$ cat src/rtl/btn_cmd_decoder_pkg.sv
// btn_cmd_decoder_pkg: shared state type, default timings and command casts for the button front-end.
// Strobe bit order matches con_op_t / clock_op_t: bit5 display_time .. bit0 up.
package btn_cmd_decoder_pkg;
    typedef enum logic [1:0] {IDLE, PRESSED, HELD, REPEAT} btn_state_t;
    localparam int BTN_COUNT            = 6;
    localparam int BTN_DEBOUNCE_DEFAULT = 20000;
    localparam int BTN_LONG_DEFAULT     = 2000000;
    localparam int BTN_REPEAT_DEFAULT   = 500000;
    typedef struct packed {
        logic display_time;
        logic alarm_toggle;
        logic set_alarm;
        logic set_time;
        logic left;
        logic up;
    } con_op_t;
    typedef con_op_t clock_op_t;
    function automatic con_op_t to_con_op(input logic [BTN_COUNT-1:0] strobes);
        return con_op_t'(strobes);
    endfunction
    function automatic logic [BTN_COUNT-1:0] from_con_op(input con_op_t op);
        return BTN_COUNT'(op);
    endfunction
endpackage

$ cat src/rtl/btn_cmd_decoder_channel.sv
// btn_cmd_decoder_channel: one button channel -- 2-FF synchroniser, debounce and press/long/repeat FSM.
// Ports: clk, rst (async, active-high), enable, raw (async button pin),
//        level (debounced, registered), press / long_press (next-cycle strobe candidates, combinational
//        from registered state and enable, registered by the top).
module btn_cmd_decoder_channel
    import btn_cmd_decoder_pkg::*;
#(
    parameter int DEBOUNCE_CYCLES   = BTN_DEBOUNCE_DEFAULT,
    parameter int LONG_PRESS_CYCLES = BTN_LONG_DEFAULT,
    parameter int REPEAT_CYCLES     = BTN_REPEAT_DEFAULT,
    parameter bit REPEAT_EN         = 1'b0
) (
    input  logic clk,
    input  logic rst,
    input  logic enable,
    input  logic raw,
    output logic level,
    output logic press,
    output logic long_press
);
    localparam int DW = $clog2(DEBOUNCE_CYCLES + 1);
    localparam int HW = $clog2(LONG_PRESS_CYCLES + 1);
    localparam int RW = $clog2(REPEAT_CYCLES + 1);
    localparam logic [DW-1:0] DB_TC   = DW'(DEBOUNCE_CYCLES - 1);
    // hold_cnt reaches LONG_PRESS_CYCLES-1 on the edge that also registers the long strobe
    localparam logic [HW-1:0] LONG_TC = HW'(LONG_PRESS_CYCLES - 2);
    localparam logic [RW-1:0] RPT_TC  = RW'(REPEAT_CYCLES - 1);

    logic [1:0]    sync;
    logic [DW-1:0] db_cnt;
    logic [HW-1:0] hold_cnt;
    logic [RW-1:0] rpt_cnt;
    btn_state_t    state;
    logic          s;
    logic          settle;
    logic          rise;
    logic          fall;

    assign s      = sync[1];
    assign settle = (s != level) && (db_cnt == DB_TC);
    assign rise   = settle && s;
    assign fall   = settle && !s;

    // Strobes are decided on the same edge the level changes so press lines up with the level rise
    assign press      = enable && ((state == IDLE && rise) ||
                                   (state == REPEAT && !fall && rpt_cnt == RPT_TC));
    assign long_press = enable && state == PRESSED && !fall && hold_cnt == LONG_TC;

    always_ff @(posedge clk or posedge rst) begin
        if (rst) begin
            sync     <= '0;
            db_cnt   <= '0;
            level    <= 1'b0;
            state    <= IDLE;
            hold_cnt <= '0;
            rpt_cnt  <= '0;
        end else begin
            sync   <= {sync[0], raw};
            db_cnt <= (s == level || settle) ? '0 : db_cnt + 1'b1;
            if (settle)
                level <= s;
            if (!enable || fall) begin
                state    <= IDLE;
                hold_cnt <= '0;
                rpt_cnt  <= '0;
            end else begin
                case (state)
                    IDLE: if (rise) begin
                        state    <= PRESSED;
                        hold_cnt <= '0;
                    end
                    PRESSED: begin
                        hold_cnt <= hold_cnt + 1'b1;
                        if (hold_cnt == LONG_TC) begin
                            state   <= REPEAT_EN ? REPEAT : HELD;
                            rpt_cnt <= '0;
                        end
                    end
                    REPEAT: rpt_cnt <= (rpt_cnt == RPT_TC) ? '0 : rpt_cnt + 1'b1;
                    HELD: state <= HELD;
                endcase
            end
        end
    end
endmodule

$ cat src/rtl/btn_cmd_decoder.sv
// btn_cmd_decoder: N raw push-buttons to debounced levels and one-cycle press/long-press command strobes.
// Ports: clk, rst (async, active-high), enable (0 masks strobes, holds FSMs idle), btn_raw[N] (async pins),
//        btn_level[N] (debounced), cmd_press[N], cmd_long[N], cmd_conflict (several press candidates
//        when ONE_HOT). All outputs registered.
module btn_cmd_decoder
    import btn_cmd_decoder_pkg::*;
#(
    parameter int                   N_BUTTONS         = BTN_COUNT,
    parameter int                   DEBOUNCE_CYCLES   = BTN_DEBOUNCE_DEFAULT,
    parameter int                   LONG_PRESS_CYCLES = BTN_LONG_DEFAULT,
    parameter int                   REPEAT_CYCLES     = BTN_REPEAT_DEFAULT,
    parameter logic [N_BUTTONS-1:0] REPEAT_MASK       = N_BUTTONS'(6'b000011),
    parameter bit                   ONE_HOT           = 1'b1
) (
    input  logic                 clk,
    input  logic                 rst,
    input  logic                 enable,
    input  logic [N_BUTTONS-1:0] btn_raw,
    output logic [N_BUTTONS-1:0] btn_level,
    output logic [N_BUTTONS-1:0] cmd_press,
    output logic [N_BUTTONS-1:0] cmd_long,
    output logic                 cmd_conflict
);
    logic [N_BUTTONS-1:0] press_cand;
    logic [N_BUTTONS-1:0] long_cand;
    logic [N_BUTTONS-1:0] press_sel;

    genvar i;
    generate
        for (i = 0; i < N_BUTTONS; i++) begin : g_ch
            btn_cmd_decoder_channel #(
                .DEBOUNCE_CYCLES  (DEBOUNCE_CYCLES),
                .LONG_PRESS_CYCLES(LONG_PRESS_CYCLES),
                .REPEAT_CYCLES    (REPEAT_CYCLES),
                .REPEAT_EN        (REPEAT_MASK[i])
            ) u_ch (
                .clk       (clk),
                .rst       (rst),
                .enable    (enable),
                .raw       (btn_raw[i]),
                .level     (btn_level[i]),
                .press     (press_cand[i]),
                .long_press(long_cand[i])
            );
        end
    endgenerate

    // Highest index candidate wins; losers have already advanced their own FSMs
    always_comb begin
        press_sel = '0;
        for (int k = 0; k < N_BUTTONS; k++)
            if (press_cand[k]) begin
                press_sel    = '0;
                press_sel[k] = 1'b1;
            end
    end

    always_ff @(posedge clk or posedge rst) begin
        if (rst) begin
            cmd_press    <= '0;
            cmd_long     <= '0;
            cmd_conflict <= 1'b0;
        end else begin
            cmd_press    <= ONE_HOT ? press_sel : press_cand;
            cmd_long     <= long_cand;
            cmd_conflict <= ONE_HOT && ($countones(press_cand) > 1);
        end
    end
endmodule

$ cat config.mk
export PLATFORM = sky130hd
export DESIGN_NAME = btn_cmd_decoder
export DESIGN_NICKNAME = d
export VERILOG_FILES = /design/src/rtl/btn_cmd_decoder_pkg.sv /design/src/rtl/btn_cmd_decoder_channel.sv /design/src/rtl/btn_cmd_decoder.sv
export SDC_FILE = /design/constraint.sdc
export NUM_CORES = 1
export LEC_CHECK = 0
export CAP_MARGIN = 20
export CORE_UTILIZATION = 42
export CTS_BUF_LIST = sky130_fd_sc_hd__clkbuf_8
export DETAILED_ROUTE_END_ITERATION = 10
export HOLD_SLACK_MARGIN = 0.03
export PLACE_DENSITY = 0.63
export SYNTH_ARGS = -nofsm -noshare
export SYNTH_HDL_FRONTEND = slang
export SYNTH_SLANG_ARGS = --single-unit
$ cat constraint.sdc
create_clock -name clk -period 38.4 [get_ports clk]
set_input_delay 7.68 -clock clk [delete_from_list [all_inputs] [get_ports clk]]
set_output_delay 7.68 -clock clk [all_outputs]
set_load 0.05 [all_outputs]
; Yosys cells after proc, flatten, opt, wreduce, memory -nomap -nowiden
; Cells that the tools add are included.
[totals]
ff_bits = 373
latchBits = 0
ram_bits = 0
mem_bits_ro = 0
word_cells = 334
n_memories = 0
[classes]
n_addsub = 23
n_mul = 0
div_mod_pow = 0
order_cmp = 1
eq_ne = 60
shift = 0
n_mux = 78
bitwise = 0
reduce_logical = 133
[ops]
columns = cell, n
row1 = $mux W19, 18
row2 = $mux W21, 12
row3 = $pmux W21 S2, 6
row4 = $pmux W19 S2, 6
row5 = $add A21 B1 Y21 const B, 6
row6 = $eq A21 B21 Y1 const B, 6
row7 = $add A19 B1 Y19 const B, 6
row8 = $eq A19 B19 Y1 const B, 6
row9 = $add A15 B1 Y15 const B, 6
row10 = $eq A15 B15 Y1 const B, 6
row11 = $mux W15, 6
row12 = $logic_and A1 B1 Y1, 60
row13 = $mux W2, 19
row14 = $pmux W2 S3, 6
row15 = $reduce_bool A3 Y1, 12
row16 = $eq A2 B2 Y1 const B, 12
row17 = $mux W6, 4
row18 = $reduce_and A2 Y1, 12
row19 = $reduce_bool A4 Y1, 6
row20 = $logic_or A1 B1 Y1, 18
row21 = $ne A3 B2 Y1 const B, 6
row22 = $ne A3 B3 Y1 const B, 6
row23 = $reduce_and A3 Y1, 6
row24 = $logic_not A1 Y1, 13
row25 = 9 further kinds, 31

; Depth between registers and ports, before layout
[logic_depth]
word_depth = 14
ltp_mapped = 12
ltp_nobuf = 12

; By module
; A second synthesis with hierarchy kept.
[hier_totals]
cells_unflattened = 2325
hier_area_um2 = 21852.2
[by_module_without_submodules]
columns = module, n_inst, cells_each, area_each_um2, seq_area_each_um2
row1 = btn_cmd_decoder_channel (g_ch[2].u_ch ...), 4, 381, 3548.4, 1501.4
row2 = btn_cmd_decoder_channel (g_ch[0].u_ch), 1, 391, 3629.7, 1501.4
row3 = btn_cmd_decoder_channel (g_ch[1].u_ch), 1, 379, 3550.9, 1501.4
row4 = btn_cmd_decoder, 1, 31, 478.0, 325.3

; Worst setup path before layout
; OpenSTA, ideal clock, no wires.
[synth_timing]
path_type = input to register
startpoint = input port enable
endpoint = register cmd_conflict
arrival_time_ps = 10375
slack_ps = 27897
path_stages = 10
n_path_buf = 2
path_cell_list = clkbuf_1 -> o21ai_0 -> clkbuf_1 -> or2_2 -> inv_1 -> fa_1 -> fa_1 -> and2_1 -> fa_1 -> or2_2
[synth_between]
elab_chain_len = 5
[synth_lines]
columns = item, line_no
row1 = start: declaration, btn_cmd_decoder.sv:17  ; input logic enable,
row2 = $logic_and A1 B1 Y1, btn_cmd_decoder_channel.sv:45  ; assign press = enable && ((state == IDLE && rise) ||
row3 = $add A1 B1 Y2 (not written as such), btn_cmd_decoder.sv:66  ; cmd_conflict <= ONE_HOT && ($countones(press_cand) > 1);
row4 = $add A2 B2 Y3 (not written as such), btn_cmd_decoder.sv:66
row5 = $add A3 B2 Y4 (not written as such) (*), btn_cmd_decoder.sv:66
row6 = $gt A4 B1 Y1 (*), btn_cmd_decoder.sv:66
row7 = end signal: assignment, btn_cmd_decoder.sv:66
row8 = end: declaration, btn_cmd_decoder.sv:22  ; output logic cmd_conflict
; Mark *: on every way between the ends. The rest lies on a longest branch, timed or not.
; A chain may end at the register's enable or synchronous reset.

; Worst setup path after layout
; Same ends and word-level chain as after synthesis.

==> results.json <==
{
  "tns_ns": 0,
  "crit_slowest_cell": "fa_1",
  "wl_per_cell_um": 15.1,
  "cp.arrival_ns": 11.33,
  "rsz0062_at_grt": "no",
  "drcViolationCount": 0,
  "r2r_cells": 10,
  "synthDistinctLibCells": 76,
  "worstPathRequired_ns": 38.92,
  "ys_ff_latch": 373,
  "syn-num-nets": 2283,
  "seq_area_frac_synth": 0.458,
  "r2r_end": "cmd_conflict",
  "slew_headroom": 0.298,
  "viasPerCell": 5.59,
  "setup_viol": 0,
  "ctsResizeCount": 0,
  "crit_path_max_fanout": 24,
  "outcome": "finished clean",
  "syn_area_um2": 20400,
  "multiInputGateArea_um2": 10500,
  "cts-buffers-inserted": 68,
  "area_growth_pct": 11.4,
  "die_h_um": 222,
  "crit_top_cell": "fa_1",
  "yosys.area.top_type": "dfrtp_1",
  "totalWireLength_um": 44000,
  "fmax_mhz": 92.5,
  "globalplace.congestion": 0.827,
  "hold_class": "reg2reg",
  "hold_viol_final": 0,
  "grtUsageTotal": 0.183,
  "synth_top_area_share": 0.458,
  "syn_avg_cell_area_um2": 9.18,
  "dieArea_um2": 49400,
  "insertion_delay_ns": 0.64,
  "cpPeakStageDelay_ns": 0.50,
  "finClkSkew_ns": 0.0274,
  "place_ws_ns": 26.93,
  "period_share": 0.281,
  "io_pins": 28,
  "worst_r2r_startpoint": "g_ch[3].u_ch.db_cnt[8]",
  "cts_hold_buf": 0,
  "whs_ns": 0.339,
  "gr-total-overflow": 0,
  "start_util": 0.426,
  "worst_setup_path_end_kind": "flop",
  "die_x_um": 222,
  "rrSetupSlack_ns": 34.28,
  "power.leakage_nw": 9.39,
  "regArea_um2": 9330,
  "drt_pass1_iterations": 5,
  "cts_tree": "done",
  "vias": 16300,
  "synth_top_flop_cell": "dfrtp_1",
  "grt_pass1_vias": 16100,
  "synth_edf_count": 0,
  "grt_max_degree": 175,
  "nets": 2318,
  "antenna_found_initial": 1,
  "fillers": 4467,
  "drv_slew": 0,
  "yosys_warnings": 0,
  "drtAntennaViolNets": 0,
  "htree_num_levels": 3,
  "clkTransAtPathRegs_ns": 0.06,
  "endpoint": "cmd_conflict",
  "io_buffers": 27,
  "drive_gt1_frac": 0.0707,
  "async_flop_share": 1.00,
  "setup_slack_ns": 27.59,
  "grt_pass1_wl_um": 76500,
  "post_cts_buffers": 0,
  "max_cap_viol_count": 0,
  "startpoint": "enable",
  "dp_hpwl_um": 29100,
  "p_total_w": 0.000957,
  "layout_min_cycle_time_ns": 10.81,
  "core_area_um2": 47800,
  "synthCells": 2220,
  "clk_root_buffer_cell": "clkbuf_8",
  "startpoint_type": "input port",
  "synth_common_cells": "dfrtp_1, nor2_1, nand2_1, o21ai_0, nand3_1",
  "synthTopCellsByArea": "dfrtp_1, nor2_1, o21ai_0",
  "cts_num_sinks": 373,
  "critical_path.cell_chain": "clkdlybuf4s50_1 -> buf_4 -> inv_1 -> a41oi_1 -> buf_4 -> nor2b_1 -> fa_1 -> fa_1 -> and2_1 -> fa_1 -> or2_2",
  "row_count": 80,
  "synth.most_common_cell": "dfrtp_1",
  "worstMarginPinSlew_ns": 1.04,
  "power_density_nw_per_um2": 42.2,
  "drt-initial-drc-count": 1164,
  "irDropWorstVdd_v": 0.0000272,
  "worst_hold_path.num_cells": 0,
  "path_class": "in2reg",
  "clockBufferDepth": 3
}
-- layout make-up --
type	instances	share of cell area
multi-input combinational	1709	0.463
inverter	55	0.00943
sequential	373	0.411
tap	615	0.0339
clock inverter	35	0.0112
antenna	2	0.000220
timing repair buffer	48	0.0194
clock buffer	85	0.0515
-- flip-flops by register name, indices dropped and copies added (netlist names) --
| signal | cells |
|---|---|
| g_ch.u_ch.state | 12 |
| cmd_conflict | 1 |
| g_ch.u_ch.level | 6 |
| cmd_long | 6 |
| cmd_press | 6 |
| g_ch.u_ch.db_cnt | 90 |
| g_ch.u_ch.sync | 12 |
| g_ch.u_ch.rpt_cnt | 114 |
| g_ch.u_ch.hold_cnt | 126 |
-- per-stage QoR --
stage | cells | area [um^2] | utilization
3_5_place_dp | 2797 | 21200 | 0.444
2_1_floorplan | 2220 | 20400 | -
3_3_place_gp | 2795 | 21200 | 0.444
4_1_cts | 2917 | 22700 | 0.474
5_1_grt | 2921 | 22700 | 0.474
6_report | 2922 | 22700 | 0.474
-- layer usage --
layer	GRT usage	share of wire	vias up
met2	0.298	0.47	269
met1	0.241	0.47	7940
met3	0.0369	0.038	72
met5	0	0	-
met4	0.0650	0.022	0
li1	-	-	8064
-- critical path: cells and delay by family --
family	cells	cell delay [ns]
buffers and inverters	4	1.32
AND/OR/NAND/NOR	3	0.71
adder cells (fa/ha/maj)	3	1.38
AO/OA/AOI/OAI	1	0.23
-- power by group --
| group | leakage (nW) | internal (W) | switching (W) | total [W] |
|---|---|---|---|---|
| Sequential | 5.16 | 0.000404 | 0.0000129 | 0.000417 |
| Combinational | 3.43 | 0.0000463 | 0.000101 | 0.000148 |
| Clock | 0.803 | 0.000221 | 0.000171 | 0.000392 |
-- kinds of logic after synthesis --
logic type | Yosys count | share of synthesized area
mux | 7 | 0.00381
flops | 373 | 0.458
compound gates | 426 | 0.135
buf+inv | 138 | 0.0271
simple gates | 1045 | 0.266
fa+ha+maj | 54 | 0.0343
xor+xnor | 177 | 0.0761
-- how the worst min path moves through the flow --
stage / from / endpoint
6_report: g_ch[3].u_ch.sync[0] / g_ch[3].u_ch.sync[1]
5_1_grt: g_ch[3].u_ch.sync[0] / g_ch[3].u_ch.sync[1]
4_1_cts: g_ch[3].u_ch.sync[0] / g_ch[3].u_ch.sync[1]
3_5_place_dp: g_ch[5].u_ch.sync[0] / g_ch[5].u_ch.sync[1]
3_3_place_gp: g_ch[5].u_ch.sync[0] / g_ch[5].u_ch.sync[1]
2_1_floorplan: g_ch[0].u_ch.sync[0] / g_ch[0].u_ch.sync[1]
-- layout by cell type (no fill, tap or decap), drive strengths merged, types with 21 or more instances in the layout --
| master | instances |
|---|---|
| xnor2 | 93 |
| and2 | 24 |
| nor4 | 33 |
| o21ai | 172 |
| inv | 79 |
| a21oi | 61 |
| ha | 51 |
| o31ai | 46 |
| xor2 | 84 |
| dfrtp | 373 |
| or3 | 29 |
| nand2 | 204 |
| clkbuf | 85 |
| nor2b | 30 |
| buf | 21 |
| nor2 | 283 |
| nand4 | 66 |
| clkdlybuf4s50 | 27 |
| nand3 | 117 |
| and4 | 27 |
| and3 | 68 |
| nor3 | 51 |
Note: power is estimated with default switching activity, not from simulation.
